File: src/rtl/mac_divider_if.sv
// rtl/mac_divider_if.sv - request/response handshake bundle for mac_divider
interface mac_divider_if;
  logic        in_valid;
  logic        in_ready;
  logic [15:0] dividend;
  logic [7:0]  divisor;
  logic        out_valid;
  logic        out_ready;
  logic [15:0] quotient;
  logic [7:0]  remainder;
  logic        err;

  // Requester/consumer side
  modport master (
    output in_valid, dividend, divisor, out_ready,
    input  in_ready, out_valid, quotient, remainder, err
  );

  // Divider side
  modport slave (
    input  in_valid, dividend, divisor, out_ready,
    output in_ready, out_valid, quotient, remainder, err
  );
endinterface

File: src/rtl/mac_divider.sv
// rtl/mac_divider.sv - 16/8 unsigned restoring divider, one quotient bit per cycle; MAC_DIV_ZERO_ERR_EN enables divide-by-zero early exit
module mac_divider (
  input logic          clk,
  input logic          reset,
  mac_divider_if.slave bus
);

  typedef enum logic [1:0] {IDLE, BUSY, DONE} state_t;

  state_t      state;
  state_t      state_next;

  // work holds the dividend bits still to be consumed (MSB first) while the
  // quotient bits are shifted in at the bottom; after 16 steps it is the quotient
  logic [15:0] work;
  logic [7:0]  dvs;
  logic [7:0]  partial;
  logic [3:0]  step;
  logic [15:0] q_out;
  logic [7:0]  r_out;

  logic [8:0]  shifted;
  logic        fits;
  logic [7:0]  partial_next;
  logic [15:0] work_next;
  logic        early_exit;

`ifdef MAC_DIV_ZERO_ERR_EN
  logic        err_out;
  assign early_exit = (bus.divisor == 8'd0);
  assign bus.err    = err_out;
`else
  assign early_exit = 1'b0;
  assign bus.err    = 1'b0;
`endif

  assign bus.in_ready  = (state == IDLE);
  assign bus.out_valid = (state == DONE);
  assign bus.quotient  = q_out;
  assign bus.remainder = r_out;

  // One restoring step: the difference always fits in 8 bits when it is taken,
  // and with a zero divisor the truncation leaves the dividend's low byte
  always_comb begin
    shifted      = {partial, work[15]};
    fits         = (shifted >= {1'b0, dvs});
    partial_next = fits ? (shifted[7:0] - dvs) : shifted[7:0];
    work_next    = {work[14:0], fits};
  end

  // State register
  always_ff @(posedge clk or posedge reset) begin
    if (reset) state <= IDLE;
    else       state <= state_next;
  end

  // Next-state logic
  always_comb begin
    state_next = state;
    case (state)
      IDLE:    if (bus.in_valid) state_next = early_exit ? DONE : BUSY;
      BUSY:    if (step == 4'd15) state_next = DONE;
      DONE:    if (bus.out_ready) state_next = IDLE;
      default: state_next = IDLE;
    endcase
  end

  // Operand capture, iteration and result registers (results only change on entry to DONE)
  always_ff @(posedge clk or posedge reset) begin
    if (reset) begin
      work    <= '0;
      dvs     <= '0;
      partial <= '0;
      step    <= '0;
      q_out   <= '0;
      r_out   <= '0;
`ifdef MAC_DIV_ZERO_ERR_EN
      err_out <= 1'b0;
`endif
    end else begin
      case (state)
        IDLE: begin
          if (bus.in_valid) begin
            work    <= bus.dividend;
            dvs     <= bus.divisor;
            partial <= '0;
            step    <= '0;
`ifdef MAC_DIV_ZERO_ERR_EN
            if (early_exit) begin
              q_out   <= '0;
              r_out   <= '0;
              err_out <= 1'b1;
            end
`endif
          end
        end
        BUSY: begin
          work    <= work_next;
          partial <= partial_next;
          step    <= step + 4'd1;
          if (step == 4'd15) begin
            q_out   <= work_next;
            r_out   <= partial_next;
`ifdef MAC_DIV_ZERO_ERR_EN
            err_out <= 1'b0;
`endif
          end
        end
        default: ;
      endcase
    end
  end

endmodule

File: src/flat_wrapper.sv
// flat-port wrapper written by rule: the top's interface ports become plain ports
module mac_divider_flat 
  (clk, reset, bus_in_valid, bus_dividend, bus_divisor, bus_out_ready, bus_in_ready, bus_out_valid, bus_quotient, bus_remainder, bus_err);
  mac_divider_if bus_i ();
  input logic clk;
  input logic reset;
  input wire logic [$bits(bus_i.in_valid)-1:0] bus_in_valid;
  input wire logic [$bits(bus_i.dividend)-1:0] bus_dividend;
  input wire logic [$bits(bus_i.divisor)-1:0] bus_divisor;
  input wire logic [$bits(bus_i.out_ready)-1:0] bus_out_ready;
  output wire logic [$bits(bus_i.in_ready)-1:0] bus_in_ready;
  output wire logic [$bits(bus_i.out_valid)-1:0] bus_out_valid;
  output wire logic [$bits(bus_i.quotient)-1:0] bus_quotient;
  output wire logic [$bits(bus_i.remainder)-1:0] bus_remainder;
  output wire logic [$bits(bus_i.err)-1:0] bus_err;
  assign bus_i.in_valid = bus_in_valid;
  assign bus_i.dividend = bus_dividend;
  assign bus_i.divisor = bus_divisor;
  assign bus_i.out_ready = bus_out_ready;
  assign bus_in_ready = bus_i.in_ready;
  assign bus_out_valid = bus_i.out_valid;
  assign bus_quotient = bus_i.quotient;
  assign bus_remainder = bus_i.remainder;
  assign bus_err = bus_i.err;
  mac_divider u_core (.clk(clk), .reset(reset), .bus(bus_i));
endmodule
File: config.mk
export PLATFORM = sky130hd
export DESIGN_NAME = mac_divider_flat
export DESIGN_NICKNAME = d
export VERILOG_FILES = /design/src/rtl/mac_divider_if.sv /design/src/rtl/mac_divider.sv /design/src/flat_wrapper.sv
export SDC_FILE = /design/constraint.sdc
export NUM_CORES = 1
export LEC_CHECK = 0
export CAP_MARGIN = 40
export CORE_MARGIN = 3
export CORE_UTILIZATION = 57
export DETAILED_ROUTE_END_ITERATION = 10
export PLACE_DENSITY = 0.92
export SLEW_MARGIN = 20
export SYNTH_ARGS = -nofsm -noshare
export SYNTH_HDL_FRONTEND = slang
export SYNTH_SLANG_ARGS = --single-unit
File: constraint.sdc
create_clock -name clk -period 4.7 [get_ports clk]
set_input_delay 0.47 -clock clk [delete_from_list [all_inputs] [get_ports clk]]
set_output_delay 0.47 -clock clk [all_outputs]
set_load 0.1 [all_outputs]
==> flow_metrics.py, run 1 <==
metrics = {
    "sta": {
        "worstMarginPinSlew_ps": 762,
        "fin_setup_tns_ps": 0,
        "layout_setup_ws_ps": 2100,
        "finalMaxSlewViolations": 0,
        "fmax_ghz": 0.385,
        "fin_crit_ps": 2600,
        "fin_crit_sh_pct": 55.3,
        "setup_viol": 0,
        "slew_headroom_pct": 49.1,
        "hold_viol": 0,
        "clock_skew_ps": 11.2,
        "rsz0062_at_grt": "no",
    },
    "synth": {
        "yosys.area_share.simple_pct": 23.1,
        "yosysSeqAreaShare_pct": 48.0,
        "ys_ff_latch": 62,
        "synth.most_common_cell": "nand2_1",
        "async_flop_share_pct": 100,
        "synth_enable_flop_cells": 0,
        "yosysWarnings": 0,
        "synthFlopType": "dfrtp_1",
        "synth-compound-area-share_pct": 18.9,
        "synth.area.top_cells": "dfrtp_1 48%, nand2_1 9.5%, o21ai_0 4.8%",
        "synthCells": 346,
        "synth.top_cells.by_count": "82 x nand2_1, 62 x dfrtp_1, 31 x o21ai_0, 19 x a21oi_1, 14 x and3b_1",
        "synth_top_family_by_area": "simple AND/OR/NAND/NOR gates",
        "syn_nets": 384,
        "synth_fa_ha_area_share_pct": 4.10,
        "postSynthAreaPerCell_sq_um": 9.34,
        "synth_top_area_share_pct": 48.0,
        "synth.area.mux_share_pct": 0.348,
        "synth_xor_area_share_pct": 0.813,
        "synth_top_area_cell": "dfrtp_1",
        "synthDistinctLibCells": 59,
        "syn_area_sq_um": 3230,
    },
    "worst_setup_path": {
        "cp.arrival_ps": 2130,
        "criticalPathCategory": "reg -> out",
        "slowest_delay_ps": 770,
        "worst_path_max_delay_cell": "dfrtp_1",
        "path_max_fanout": 23,
        "crit_chain": "nand2b_1 > inv_1 > clkdlybuf4s50_1 > buf_8",
        "crit_path_start_kind": "flip-flop",
        "worst-endpoint-required_ps": 4230,
        "worstRegToRegCells": 9,
        "cp-end-kind": "output port",
    },
    "floorplan": {
        "die_w_microns": 81.3,
        "initial_utilization_pct": 60.9,
        "io_pins": 55,
        "core-area_sq_um": 5300,
        "fp.dieH_microns": 81.3,
        "num_rows": 26,
        "die_area_sq_um": 6610,
    },
    "clocking": {
        "postCtsHoldBufs": 0,
        "ctsRootBufferMaster": "clkbuf_8",
        "cts_htree_levels": 3,
        "clkSinkCount": 62,
        "numCtsBuffers": 9,
        "clkLatencyLatePin_ps": 340,
        "clk_pin_slew_ps": 70,
        "cts_tree": "yes",
        "cts_resized": 0,
        "clock_path_buffers": 2,
        "post_cts_buffers": 0,
    },
    "routing": {
        "first_iter_violations": 362,
        "met1Wirelength_microns": 3450,
        "drt_pre_antenna_iters": 5,
        "highest_layer": "met4",
        "drtAntennaViolNets": 0,
        "routed-wl-met3_microns": 770,
        "wl_microns": 8740,
        "drc": 0,
        "num_vias": 3023,
        "wl_per_cell_microns": 17.6,
        "wl_met2_microns": 4210,
        "vias_per_cell": 6.08,
    },
    "placement": {
        "hpwl_microns": 5500,
        "dpl.cell_count": 476,
        "gp_congestion": 0.873,
        "portBuffers": 53,
        "placed_cell_area_sq_um": 4160,
        "pre_cts_ws_ps": 1930,
    },
    "final_layout": {
        "fin_cells": 497,
        "drive_above_1_share_pct": 15.5,
        "area.growth.synth_to_final_pct": 36.4,
        "final_area_sq_um": 4410,
        "fin_nets": 460,
    },
    "grt": {
        "grt_max_degree": 63,
        "grt_util_all_layers_pct": 27.0,
        "grt_pass1_wl_microns": 13600,
        "grt_pass1_vias": 2800,
        "grt.overflow.total": 0,
        "antenna_found_initial": 1,
    },
    "status": {
        "status": "finished clean",
    },
    "flow_run": {
        "drv_cap": 0,
    },
    "hold_path": {
        "hold_path.class": "reg -> reg",
        "hold_depth": 2,
    },
}
[sequential cells by signal, indices dropped and copies added, names as in the netlist]
register / flops
u_core.bus.quotient: 16
u_core.work: 16
u_core.bus.remainder: 8
u_core.dvs: 8
u_core.partial: 8
u_core.step: 4
u_core.state: 2
[routing by layer]
metal | GRT usage, % | vias up
met5 | 0 | -
met4 | 10.3 | 0
met3 | 6.21 | 35
met2 | 43.2 | 199
met1 | 35.7 | 1421
li1 | - | 1368
[worst max-delay path, delay by kind of cell, from the launching register on]
family / cells / cell delay, ps
and+or+nand+nor: 1 / 200
buffers and inverters: 3 / 810
DFF: 1 / 770
[final cells by class]
cell class	instances	area (sq um)
Antenna cell	1	2.50
Timing Repair Buffer	87	1010
Clock inverter	4	48.8
Multi-Input combinational cell	250	1530
Tap cell	70	87.6
Inverter	12	45.0
Fill cell	279	896
Clock buffer	11	131
Sequential cell	62	1550
[cell usage in the layout, fill, tap and decap left out, types with 3 or more instances in the layout]
cell,count
inv_1,11
buf_8,27
a31oi_1,4
nand2b_1,4
ha_1,9
clkbuf_8,9
a41oi_1,3
and3b_1,14
and2_1,5
clkdlybuf4s50_1,53
o211ai_1,4
nor3_2,3
nor2_1,11
o31ai_1,5
buf_4,6
a21oi_1,19
dfrtp_1,62
nand4_1,6
o21ai_0,31
nand3_1,6
nand2_1,82
[cells by family (layout without fill, tap and decap cells)]
family                     count (synthesis)  after routing
DFF                                       62             62
adders and majority gates                 10             10
AOI/OAI and AO/OA                         90             90
buffers and inverters                     34            114
other                                      1              2
xor gates and xnor gates                   3              3
muxes                                      1              1
and+or+nand+nor                          145            145
[through the flow]
step | hold WS [ps] | util, %
after floorplan | 453 | -
after global placement | 458 | 71.1
after detailed placement | 467 | 78.4
after CTS | 481 | 81.8
after global routing | 511 | 83.1
final | 478 | 83.1
[final timing paths]
check	startpoint	endpoint	slack [ps]
max	u_core.state[1]	bus_out_valid	2100
min	u_core.bus.quotient[3]	u_core.bus.quotient[3]	480
max reg2reg	u_core.work[15]	u_core.partial[6]	2180
min reg2reg	u_core.bus.quotient[3]	u_core.bus.quotient[3]	480
max in group asynchronous	reset	u_core.dvs[0]	3860
min in group asynchronous	reset	u_core.bus.remainder[5]	580
Power of run 1 is left out: the tool's default activity adds up to more than one toggle a clock period on the data nets, which glitch-free logic cannot reach.
==> run 2: changes to the inputs <==
--- a/config.mk
+++ b/config.mk
@@ -7,9 +7,9 @@
 export LEC_CHECK = 0
 export CAP_MARGIN = 40
 export CORE_MARGIN = 3
-export CORE_UTILIZATION = 57
+export CORE_UTILIZATION = 53
 export DETAILED_ROUTE_END_ITERATION = 10
-export PLACE_DENSITY = 0.92
+export PLACE_DENSITY = 0.87
 export SLEW_MARGIN = 20
 export SYNTH_ARGS = -nofsm -noshare
 export SYNTH_HDL_FRONTEND = slang
==> constraint.sdc (replaced) <==
create_clock -name clk -period 2.5 [get_ports clk]
set_input_delay 0.25 -clock clk [delete_from_list [all_inputs] [get_ports clk]]
set_output_delay 0.25 -clock clk [all_outputs]
set_load 0.1 [all_outputs]
==> run 2 against run 1 <==
Against the previous run: core utilization down 13 points; routed wire length shrank 18%; flip-flop and latch count unchanged; final cell count shrank 4.0%; count of clock-buffer cells in the layout is 1 higher; global-route usage fell by 5.0 points; first-iteration DRC count shrank 36%; non-clock buffer count is 22 lower; clock skew is 1.2 ps lower; register-to-register slack lost 2000 ps; critical path depth is 5 higher.
==> flow_metrics.py, run 2 (synthesis gave the netlist of run 1 again) <==
metrics = {
    "status": {
        "status": "finished clean",
    },
    "final_layout": {
        "final_common_cell": "nand2_1",
        "final_cell_mix": "82 x nand2_1, 62 x dfrtp_1, 37 x buf_4",
        "area.growth.synth_to_final_pct": 23.7,
        "drive_above_1_share_pct": 17.8,
        "fin_nets": 438,
        "antenna_cells": 0,
    },
    "clocking": {
        "numCtsBuffers": 9,
        "clock_path_buffers": 2,
        "cts_tree": "yes",
        "postCtsHoldBufs": 0,
        "post_cts_buffers": 0,
        "cts_htree_levels": 3,
        "cts_resized": 0,
        "ctsRootBufferMaster": "clkbuf_8",
        "clkLatencyLatePin_ps": 350,
        "clk_pin_slew_ps": 70,
        "clkSinkCount": 62,
    },
    "worst_setup_path": {
        "reg2reg_to": "u_core.partial[6]",
        "crit_chain": "inv_1 > ha_1 > inv_1 > fa_1 > a211o_1 > a2111oi_0 > nand4b_1 > o21ai_1 > o21ai_0",
        "cp-end-kind": "flip-flop",
        "worstRegToRegCells": 9,
        "criticalPathCategory": "reg -> reg",
        "crit_path_start_kind": "flip-flop",
        "crit_family": "compound AO/OA/AOI/OAI gates",
        "r2r_setup_slack_ps": 200,
        "cp_common_cell": "inv_1",
        "path_max_fanout": 4,
        "cp-startpoint": "u_core.work[15]",
        "slowest_delay_ps": 420,
        "cp.arrival_ps": 2570,
        "worst_path_max_delay_cell": "dfrtp_1",
        "r2r-start": "u_core.work[15]",
        "worst-endpoint-required_ps": 2770,
        "worst-path-buf-inv": 2,
    },
    "floorplan": {
        "initial_utilization_pct": 56.6,
        "core-area_sq_um": 5710,
        "die_area_sq_um": 7070,
        "die_w_microns": 84.1,
        "fp.dieH_microns": 84.1,
        "num_rows": 27,
        "io_pins": 55,
    },
    "sta": {
        "rsz0062_at_grt": "no",
        "hold_viol": 0,
        "fmax_ghz": 0.434,
        "setup_viol": 0,
        "clock_skew_ps": 9.96,
        "fin_crit_ps": 2300,
        "fin_crit_sh_pct": 92.1,
        "slew_headroom_pct": 49.6,
        "finalMaxSlewViolations": 0,
        "fin_setup_tns_ps": 0,
        "worstMarginPinSlew_ps": 754,
    },
    "routing": {
        "highest_layer": "met4",
        "routed-wl-met3_microns": 503,
        "vias_per_cell": 5.64,
        "wl_met2_microns": 3440,
        "wl_microns": 7180,
        "wl_per_cell_microns": 15.1,
        "drt_pre_antenna_iters": 4,
        "first_iter_violations": 232,
        "met1Wirelength_microns": 3130,
        "drc": 0,
        "drtAntennaViolNets": 0,
        "num_vias": 2688,
    },
    "grt": {
        "grt.overflow.total": 0,
        "antenna_found_initial": 0,
        "grt_max_degree": 41,
        "grt_pass1_wl_microns": 12600,
        "grt_util_all_layers_pct": 22.0,
        "grt_pass1_vias": 2672,
    },
    "placement": {
        "portBuffers": 53,
        "hpwl_microns": 5180,
        "gp_congestion": 0.881,
    },
    "flow_run": {
        "drv_cap": 0,
    },
    "hold_path": {
        "hold_path.class": "in -> async",
    },
}
run 2: area by class of cell:
class	count	area (sq um)
clock buffers	12	155
clock inverters	4	55.1
fillers	457	1710
inverters	12	45.0
multi-input cells	250	1530
flip-flops and latches	62	1550
well taps	72	90.1
repair buffers	65	568
run 2: metrics by stage:
stage | area (sq um) | util, % | worst slack (ps) | hold WS, ps | instances
after floorplan | 3230 | - | 137 | 358 | 346
after global placement | 3790 | 66.3 | 341 | 463 | 461
after detailed placement | 3790 | 66.3 | 257 | 464 | 461
after CTS | 4000 | 70.0 | 213 | 255 | 477
after global routing | 4000 | 70.0 | 65.6 | 289 | 477
final | 4000 | 70.0 | 197 | 248 | 477
run 2: worst max path at each step:
stage | endpoint | slack, ps | cells after the start
CTS | u_core.partial[6] | 210 | 9
detailed placement | u_core.partial[6] | 260 | 9
floorplan | u_core.work[0] | 140 | 5
global route | u_core.partial[6] | 70 | 9
finish | u_core.partial[6] | 200 | 9
global placement | u_core.bus.remainder[2] | 340 | 6
run 2: routing by layer:
| metal | GRT usage, % | up-vias |
|---|---|---|
| li1 | - | 1316 |
| met1 | 30.0 | 1257 |
| met2 | 33.9 | 104 |
| met3 | 4.44 | 11 |
| met4 | 10.1 | 0 |
| met5 | 0 | - |
run 2: worst reg2reg max path, cell delays in order (launching register included):
cell	delay, ps
dfrtp_1	420
inv_1	80
ha_1	160
inv_1	60
fa_1	400
a211o_1	300
a2111oi_0	370
nand4b_1	170
o21ai_1	90
o21ai_0	160
Power of run 2 is left out for the same reason.
